### config.mk
export PLATFORM = sky130hd
export DESIGN_NAME = sensor_period_meter
export DESIGN_NICKNAME = d
export VERILOG_FILES = /design/src/rtl/sensor_period_meter.sv
export SDC_FILE = /design/constraint.sdc
export NUM_CORES = 1
export LEC_CHECK = 0
export BUFFER_PORTS_ARGS = -buffer_cell sky130_fd_sc_hd__buf_2
export CAP_MARGIN = 20
export CORE_MARGIN = 1.5
export CORE_UTILIZATION = 30
export CTS_CLUSTER_SIZE = 25
export DETAILED_ROUTE_END_ITERATION = 10
export PLACE_DENSITY = 0.47
export SETUP_SLACK_MARGIN = 0.02
export SLEW_MARGIN = 40
export SYNTH_ARGS = -nofsm -noshare
export SYNTH_HDL_FRONTEND = slang
export SYNTH_SLANG_ARGS = --single-unit
export TNS_END_PERCENT = 100
### constraint.sdc
create_clock -name CLK -period 3.15 [get_ports CLK]
set_clock_uncertainty 0.05 [all_clocks]
set_input_delay 0 -clock CLK [delete_from_list [all_inputs] [get_ports CLK]]
set_output_delay 0 -clock CLK [all_outputs]
set_load 0.01 [all_outputs]
### src/rtl/sensor_period_meter.sv
`timescale 1ns/1ps
`default_nettype none
// ============================================================================
// Module      : sensor_period_meter
// Description : Measures the theremin oscillator period from 8-sample words
//               delivered by the DDR deserializer. Rising edges are located
//               at single-sample resolution and timestamped. The period is
//               the edge-to-edge distance in samples. Close edges are
//               rejected as glitches, and loss of signal is reported.
// Revision    : 1.0 - initial release
// ============================================================================
module sensor_period_meter #(
    parameter int COUNTER_BITS   = 16,
    parameter int MIN_PERIOD     = 16,
    parameter int TIMEOUT_CYCLES = 4096
) (
    input  logic                    CLK,
    input  logic                    RESET,
    input  logic [7:0]              IN,
    output logic [COUNTER_BITS+2:0] PERIOD,
    output logic                    PERIOD_VALID,
    output logic                    LOCKED,
    output logic                    TIMEOUT
);

    localparam int c_TS_W = COUNTER_BITS + 3;

    localparam logic [1:0] c_ST_IDLE  = 2'd0;
    localparam logic [1:0] c_ST_ARMED = 2'd1;
    localparam logic [1:0] c_ST_RUN   = 2'd2;

    localparam logic [COUNTER_BITS-1:0] c_TIMEOUT  = COUNTER_BITS'(TIMEOUT_CYCLES);
    localparam logic [COUNTER_BITS-1:0] c_TO_LAST  = COUNTER_BITS'(TIMEOUT_CYCLES - 1);
    localparam logic [c_TS_W-1:0]       c_MIN_PER  = c_TS_W'(MIN_PERIOD);

    // Stage 1 registers
    logic [7:0]              r_s1_word;
    logic                    r_s1_prev;
    logic                    r_last_bit;

    // Stage 2 registers
    logic                    r_s2_found;
    logic [c_TS_W-1:0]       r_s2_ts;

    // Stage 3 / control registers
    logic [COUNTER_BITS-1:0] r_cyc_cnt;
    logic [COUNTER_BITS-1:0] r_elapsed;
    logic [c_TS_W-1:0]       r_ts_ref;
    logic [1:0]              r_state;

    // Combinational
    logic [7:0]              w_edge_vec;
    logic                    w_found;
    logic [2:0]              w_k;
    logic [c_TS_W-1:0]       w_period;
    logic                    w_long_enough;
    logic                    w_timeout_hit;

    // Stage 1: capture the word and the last sample of the word before it.
    // r_last_bit resets to 1 so the first word after reset cannot look like
    // it follows a low sample.
    always_ff @(posedge CLK or posedge RESET) begin
        if (RESET) begin
            r_s1_word  <= '0;
            r_s1_prev  <= 1'b1;
            r_last_bit <= 1'b1;
        end else begin
            r_s1_word  <= IN;
            r_s1_prev  <= r_last_bit;
            r_last_bit <= IN[0];
        end
    end

    // Rising edge at sample k: sample k high and sample k-1 low.
    // Sample k lives at bit 7-k, so the earlier sample is one bit up.
    for (genvar k = 0; k < 8; k++) begin : g_edge
        if (k == 0) begin : g_first
            assign w_edge_vec[0] = r_s1_word[7] & ~r_s1_prev;
        end else begin : g_rest
            assign w_edge_vec[k] = r_s1_word[7-k] & ~r_s1_word[8-k];
        end
    end

    // Priority encoder: the earliest edge in the word wins.
    always_comb begin
        w_found = 1'b0;
        w_k     = 3'd0;
        for (int k = 7; k >= 0; k--) begin
            if (w_edge_vec[k]) begin
                w_found = 1'b1;
                w_k     = 3'(k);
            end
        end
    end

    // Free-running coarse time base; wrap is harmless because periods are
    // taken modulo the timestamp width.
    always_ff @(posedge CLK or posedge RESET) begin
        if (RESET) begin
            r_cyc_cnt <= '0;
        end else begin
            r_cyc_cnt <= r_cyc_cnt + 1'b1;
        end
    end

    // Stage 2: register edge presence and its fine timestamp.
    always_ff @(posedge CLK or posedge RESET) begin
        if (RESET) begin
            r_s2_found <= 1'b0;
            r_s2_ts    <= '0;
        end else begin
            r_s2_found <= w_found;
            r_s2_ts    <= {r_cyc_cnt, w_k};
        end
    end

    assign w_period      = r_s2_ts - r_ts_ref;
    assign w_long_enough = (w_period >= c_MIN_PER);
    assign w_timeout_hit = (r_state != c_ST_IDLE) && (r_elapsed == c_TO_LAST);

    // Stage 3: acceptance, period output, lock and timeout tracking.
    // Timeout has priority; a coincident edge restarts acquisition as a
    // first edge so it never produces a strobe.
    always_ff @(posedge CLK or posedge RESET) begin
        if (RESET) begin
            r_state      <= c_ST_IDLE;
            r_elapsed    <= '0;
            r_ts_ref     <= '0;
            PERIOD       <= '0;
            PERIOD_VALID <= 1'b0;
            TIMEOUT      <= 1'b0;
        end else begin
            PERIOD_VALID <= 1'b0;
            TIMEOUT      <= 1'b0;
            if (r_elapsed != c_TIMEOUT) begin
                r_elapsed <= r_elapsed + 1'b1;
            end

            if (w_timeout_hit) begin
                TIMEOUT <= 1'b1;
                if (r_s2_found) begin
                    r_state   <= c_ST_ARMED;
                    r_ts_ref  <= r_s2_ts;
                    r_elapsed <= '0;
                end else begin
                    r_state <= c_ST_IDLE;
                end
            end else if (r_s2_found) begin
                if (r_state == c_ST_IDLE) begin
                    r_state   <= c_ST_ARMED;
                    r_ts_ref  <= r_s2_ts;
                    r_elapsed <= '0;
                end else if (w_long_enough) begin
                    r_state      <= c_ST_RUN;
                    r_ts_ref     <= r_s2_ts;
                    r_elapsed    <= '0;
                    PERIOD       <= w_period;
                    PERIOD_VALID <= 1'b1;
                end
            end
        end
    end

    // Lock indication follows the RUN state directly.
    assign LOCKED = (r_state == c_ST_RUN);

endmodule
`default_nettype wire
==> flow_summary.yaml, run 1 <==
routing:
  drtIter0Drc: 155
  viasPerCell: 4.62
  dr.pass1.iters: 4
  wire_per_inst_um: 14.6
  vias: 3766
  post-route-drc-count: 0
  ant_nets: 0
  routed_wl_um: 11900
final_layout:
  drive_gt1_frac: 0.324
  fin_cells: 815
  synthToLayoutAreaGrowth_pct: 30.1
  fillers: 1717
  diodes: 0
  nets: 617
critical_path:
  reg2reg_depth: 13
  critical_path_class: "register to register"
  startpoint: "r_s2_ts[0]"
  start_kind: "register"
  end_kind: "register"
  rrSetupSlack_ps: -310
  required_ps: 3340
  arrival_ps: 3650
  r2r_end: "r_ts_ref[5]"
  r2r-start: "r_s2_ts[0]"
  endpoint: "r_ts_ref[5]"
  path_max_fanout: 9
hold_path:
  holdCritPathClass: "input pin to asynchronous set/reset pin"
synthesis:
  syn-num-nets: 499
  syn_inst: 467
  synth_edf_count: 0
  ys.flop_type: "dfrtp_1"
  synthesis.area_sq_um: 5230
  yosys_warnings: 0
  synth_cell_types: 59
  syn_area_per_cell_sq_um: 11.2
  ys_seq_area_frac: 0.498
  synth-async-reset-ratio: 1.00
  synth_seq_cells: 104
timing:
  relSlewSlack: 0.468
  period_minus_slack_ps: 3460
  grt_setup_unrepaired: "yes"
  max_slew.worst_pin.slew_ps: 793
  hold_ws_ps: 216
  report.final.slew_viol_count: 0
  setup_viol: 56
  hold_viol_final: 0
  postLayoutSetupSlackWorst_ps: -313
  fmax_mhz: 289
  period_share: 1.10
global_routing:
  grt.total_usage: 0.140
  grt_pass1_vias: 3940
  overflow: 0
  grt_pass1_wl_um: 19900
  grt_max_degree: 67
  antenna_found_initial: 0
floorplan:
  pin_count: 32
  coreArea_sq_um: 17200
  die_area_sq_um: 18200
  die_w_um: 135
  rows: 48
  die_h_um: 135
  start_util: 0.304
outcome:
  violations: "setup timing"
  status: "complete, but fails checks"
run:
  drv_cap: 0
place:
  placed_cells: 786
  place_hpwl_um: 8480
  io_buffers: 31
  gp_congestion: 0.798
power:
  power_mw: 3.54
  p_leak_nw: 3.34
  power.density_cell_area_nw_per_um2: 521
  ir_worst_vdd_mv: 0.301
clock_network:
  cts_root_buffer: "clkbuf_16"
  cts_tree: "done"
  clk_pin_slew_worst_paths_ps: 70
  h-tree-depth: 3
  clock_sinks: 104
  clockBufferDepth: 2
  cts_buffers: 9
  clock_latency_ps: 360
[worst max-delay path, cell delays in order, from the launching register on]
cell	delay (ps)
dfrtp_1	340
inv_1	50
ha_2	180
fa_2	340
nand2b_4	170
a21oi_4	200
buf_6	130
nor2_4	40
o311a_4	320
o21ai_1	150
xnor2_1	110
or4_4	610
o21a_4	330
mux2_4	310
[synthesized netlist by cell type, types with 4 or more instances]
| master | number | area [sq um] |
|---|---|---|
| dfrtp_1 | 102 | 2550 |
| and2_1 | 6 | 37.5 |
| mux2i_1 | 10 | 100 |
| nand2b_1 | 6 | 37.5 |
| nor3_1 | 7 | 35.0 |
| a21oi_1 | 17 | 85.1 |
| xnor2_1 | 24 | 210 |
| inv_1 | 39 | 146 |
| o211ai_1 | 4 | 30.0 |
| xor2_1 | 18 | 158 |
| buf_6 | 5 | 56.3 |
| a21o_1 | 7 | 52.6 |
| and3_1 | 10 | 62.6 |
| ha_1 | 21 | 263 |
| mux2_1 | 4 | 45.0 |
| nand4_1 | 8 | 50.1 |
| o21ai_0 | 12 | 60.1 |
| nor2_1 | 38 | 143 |
| nand2_1 | 30 | 113 |
| mux2_4 | 26 | 390 |
| nand3_1 | 16 | 80.1 |
[repair_timing]
item                                    in CTS  in global routing
setup buffers                                1                  0
endpoints found under the setup margin      57                 57
resized for setup                           17                 13
cloned                                       3                  0
endpoints found under the hold margin       74                  0
hold buffers                                 9                  0
pin swaps                                    8                  2
[area by class of cell]
class,count,area [sq um],share of cell area
flip-flops and latches,104,2610,0.383
multi-input cells,316,2600,0.382
repair buffers,115,852,0.125
well taps,225,282,0.0414
clock buffers,9,225,0.0331
inverters,39,151,0.0223
clock inverters,7,86.3,0.0127
[cells by family (layout without fill, tap and decap cells)]
group	after synthesis	count (layout)	share of synthesized area
AND/OR/NAND/NOR	134	135	0.127
flip-flops	104	104	0.498
AO/OA/AOI/OAI	74	76	0.102
buffers and inverters	50	170	0.0438
XOR/XNOR	42	42	0.0704
multiplexers	41	41	0.105
adder cells (fa/ha/maj)	22	22	0.0541
[sequential cells by signal, indices dropped and copies added, names as in the netlist]
name,cells
r_s1_prev,1
PERIOD,19
r_s1_word,8
r_elapsed,16
r_s2_ts,19
PERIOD_VALID,1
r_ts_ref,19
r_cyc_cnt,16
r_state,2
r_last_bit,1
TIMEOUT,1
r_s2_found,1
[placed cells by master (no fill, tap or decap), types with 4 or more instances in the layout]
master / n
ha_1: 17
dlygate4sd3_1: 9
clkbuf_16: 9
nor3_1: 7
o211ai_1: 4
nand2_1: 30
xnor2_1: 24
mux2i_1: 10
o21ai_0: 9
o21ai_1: 4
buf_4: 68
and2_1: 6
inv_1: 38
buf_2: 31
nand2b_1: 5
nor2_2: 7
buf_6: 5
a21o_1: 7
dfrtp_1: 102
nor2_1: 30
and3_1: 9
xor2_1: 16
nand3_1: 16
nand4_1: 8
mux2_4: 27
a21oi_1: 15
[worst min path at each step]
stage / from / end / slack (ps)
finish: RESET / r_elapsed[14] / 220
floorplan: IN[0] / r_last_bit / -50
global placement: IN[4] / r_s1_word[4] / 60
CTS: IN[2] / r_s1_word[2] / 220
global route: IN[2] / r_s1_word[2] / 220
detailed placement: IN[4] / r_s1_word[4] / 60
[routing by layer]
layer | up-vias | global-route usage | routed length [um]
li1 | 1857 | - | -
met1 | 1853 | 0.181 | 5730
met2 | 45 | 0.232 | 5720
met3 | 11 | 0.0405 | 332
met4 | 0 | 0.0370 | 157
met5 | - | 0 | 0
[per-stage QoR]
stage	worst slack, ps	utilization	setup TNS [ps]	area [sq um]
6_report	-313	0.396	-14160	6800
5_1_grt	-460	0.396	-22350	6800
2_1_floorplan	-69.3	-	-1460	5300
3_5_place_dp	-531	0.362	-26500	6220
4_1_cts	-366	0.392	-17360	6740
3_3_place_gp	-475	0.362	-23870	6220
[where the power goes]
group	internal (mW)	switching [mW]
sequential	1.48	0.0886
clock	0.638	0.554
combinational	0.417	0.365
(Power assumes the default switching activity.)
==> run 2: changes to the inputs <==
--- a/config.mk
+++ b/config.mk
@@ -6,7 +6,6 @@
 export NUM_CORES = 1
 export LEC_CHECK = 0
 export BUFFER_PORTS_ARGS = -buffer_cell sky130_fd_sc_hd__buf_2
-export CAP_MARGIN = 20
 export CORE_MARGIN = 1.5
 export CORE_UTILIZATION = 30
 export CTS_CLUSTER_SIZE = 25
==> constraint.sdc (replaced) <==
create_clock -name CLK -period 3.15 [get_ports CLK]
set_clock_uncertainty 0.05 [all_clocks]
set_input_delay 0.4725 -clock CLK [delete_from_list [all_inputs] [get_ports CLK]]
set_output_delay 0.4725 -clock CLK [all_outputs]
set_load 0.01 [all_outputs]
==> run 2 against run 1 <==
- the flow still finishes with violations (setup timing)
- flip-flop and latch count is the same
- die area did not move
- sequential power about the same
- critical path depth did not move
- non-clock buffer count increased by 4
- core utilization up 1.2 points
- clock power is 7% higher
- final cell count rose by 0.49%
- sequential share of layout area decreased by 1.1 points
- worst hold slack worse by 96 ps
- power rose by 4.0%
- critical endpoint is now PERIOD[9]
- largest power group unchanged
==> flow_summary.yaml, run 2 (synthesized netlist as in run 1, its figures left out) <==
outcome:
  status: "complete, but fails checks"
  violations: "setup timing"
routing:
  dr.pass1.iters: 4
  routed_wl_um: 11900
  drtIter0Drc: 138
  viasPerCell: 4.62
  vias: 3787
  wire_per_inst_um: 14.6
  post-route-drc-count: 0
  ant_nets: 0
critical_path:
  start_kind: "register"
  arrival_ps: 3630
  required_ps: 3330
  path_max_fanout: 8
  end_kind: "register"
  critical_path_class: "register to register"
floorplan:
  die_w_um: 135
  rows: 48
  start_util: 0.304
  die_area_sq_um: 18200
  pin_count: 32
  die_h_um: 135
  coreArea_sq_um: 17200
final_layout:
  fin_cells: 819
  reg.largest.list: "PERIOD x19, r_s2_ts x19, r_ts_ref x19"
  diodes: 0
  final_common_cell: "dfrtp_1"
  mostFrequentLayoutCells: "101 x dfrtp_1, 78 x buf_4, 38 x inv_1, 31 x mux2_4, 31 x buf_2"
  nets: 622
  synthToLayoutAreaGrowth_pct: 33.9
  drive_gt1_frac: 0.367
clock_network:
  cts_buffers: 9
  clockBufferDepth: 2
  cts_root_buffer: "clkbuf_16"
  clock_sinks: 104
  cts_tree: "done"
  clock_latency_ps: 350
  h-tree-depth: 3
  clk_pin_slew_worst_paths_ps: 70
place:
  gp_congestion: 0.806
  io_buffers: 31
  place_ws_ps: -615
  place_hpwl_um: 8330
  placed_cells: 794
timing:
  report.final.slew_viol_count: 0
  fmax_mhz: 290
  setup_viol: 55
  grt_setup_unrepaired: "yes"
  max_slew.worst_pin.slew_ps: 856
  postLayoutSetupSlackWorst_ps: -298
  period_minus_slack_ps: 3450
  relSlewSlack: 0.425
  period_share: 1.09
  hold_viol_final: 0
global_routing:
  grt.total_usage: 0.142
  grt_pass1_vias: 3854
  grt_pass1_wl_um: 20000
  grt_max_degree: 67
  antenna_found_initial: 0
  overflow: 0
power:
  ir_worst_vdd_mv: 0.255
  power.density_cell_area_nw_per_um2: 526
  p_leak_nw: 3.37
run:
  drv_cap: 0
hold_path:
  holdCritPathClass: "input pin to asynchronous set/reset pin"
[run 2: changes by cell type in the layout (fill, tap and decap cells not counted), sizes merged]
| cell | delta |
|---|---|
| buf | +12 |
| dlygate4sd3 | -9 |
| inv | -5 |
| bufinv | +2 |
| clkbuf | +2 |
| clkinvlp | +1 |
| o21a | +1 |
[run 2: worst paths after layout]
check	startpoint	depth (start not counted)	to	slack (ps)
setup / recovery	r_s2_ts[0]	13	PERIOD[9]	-300
max in group asynchronous	RESET	3	r_s2_ts[2]	2210
setup reg to reg	r_s2_ts[0]	13	PERIOD[9]	-300
hold / removal	RESET	2	r_s1_word[2]	120
min in group CLK	IN[1]	1	r_s1_word[1]	180
hold reg to reg	r_last_bit	0	r_s1_prev	310
[run 2: critical path, stage by stage (launching register included)]
cell and delay (ps):
dfrtp_1 370, inv_1 50, ha_2 190, fa_2 340, nand2b_4 160, a21oi_4 160, o31ai_2 110, buf_4 160
o31a_1 260, xor2_2 170, nand4_1 130, or4_4 520, and4b_4 320, mux2_4 310
[run 2: layer usage]
metal | global-route usage | up-vias | wire (um)
met5 | 0 | - | 0
met4 | 0.0460 | 0 | 180
met3 | 0.0289 | 13 | 335
met2 | 0.232 | 58 | 5770
met1 | 0.187 | 1838 | 5640
li1 | - | 1878 | -
[run 2: power by group]
part	total, mW	internal (mW)	switching, mW
Sequential	1.57	1.48	0.0857
Combinational	0.848	0.445	0.402
Clock	1.27	0.775	0.496
[run 2: area by class of cell]
type	instances	area, sq um
Timing Repair Buffer	119	901
Clock buffer	10	229
Inverter	39	150
Sequential cell	104	2610
Clock inverter	5	104
Multi-Input combinational cell	317	2730
Fill cell	1684	10200
Tap cell	225	282
[run 2: per-stage QoR]
stage	hold slack (ps)	TNS (ps)	power [mW]	util	instance area, sq um
final	120	-12700	3.69	0.408	7000
after global routing	148	-21770	3.87	0.408	7000
after CTS	127	-14290	3.66	0.396	6800
after detailed placement	299	-31630	2.30	0.367	6300
after global placement	297	-24200	2.29	0.365	6270
after floorplan	295	-1460	2.06	-	5310
[run 2: repair_timing]
action | 4_1_cts | 5_1_grt
pin swaps | 9 | 18
endpoints found under the setup margin | 57 | 57
buffers inserted | 3 | 2
gates cloned | 4 | 1
hold buffers | 0 | 0
gates resized for setup | 19 | 43
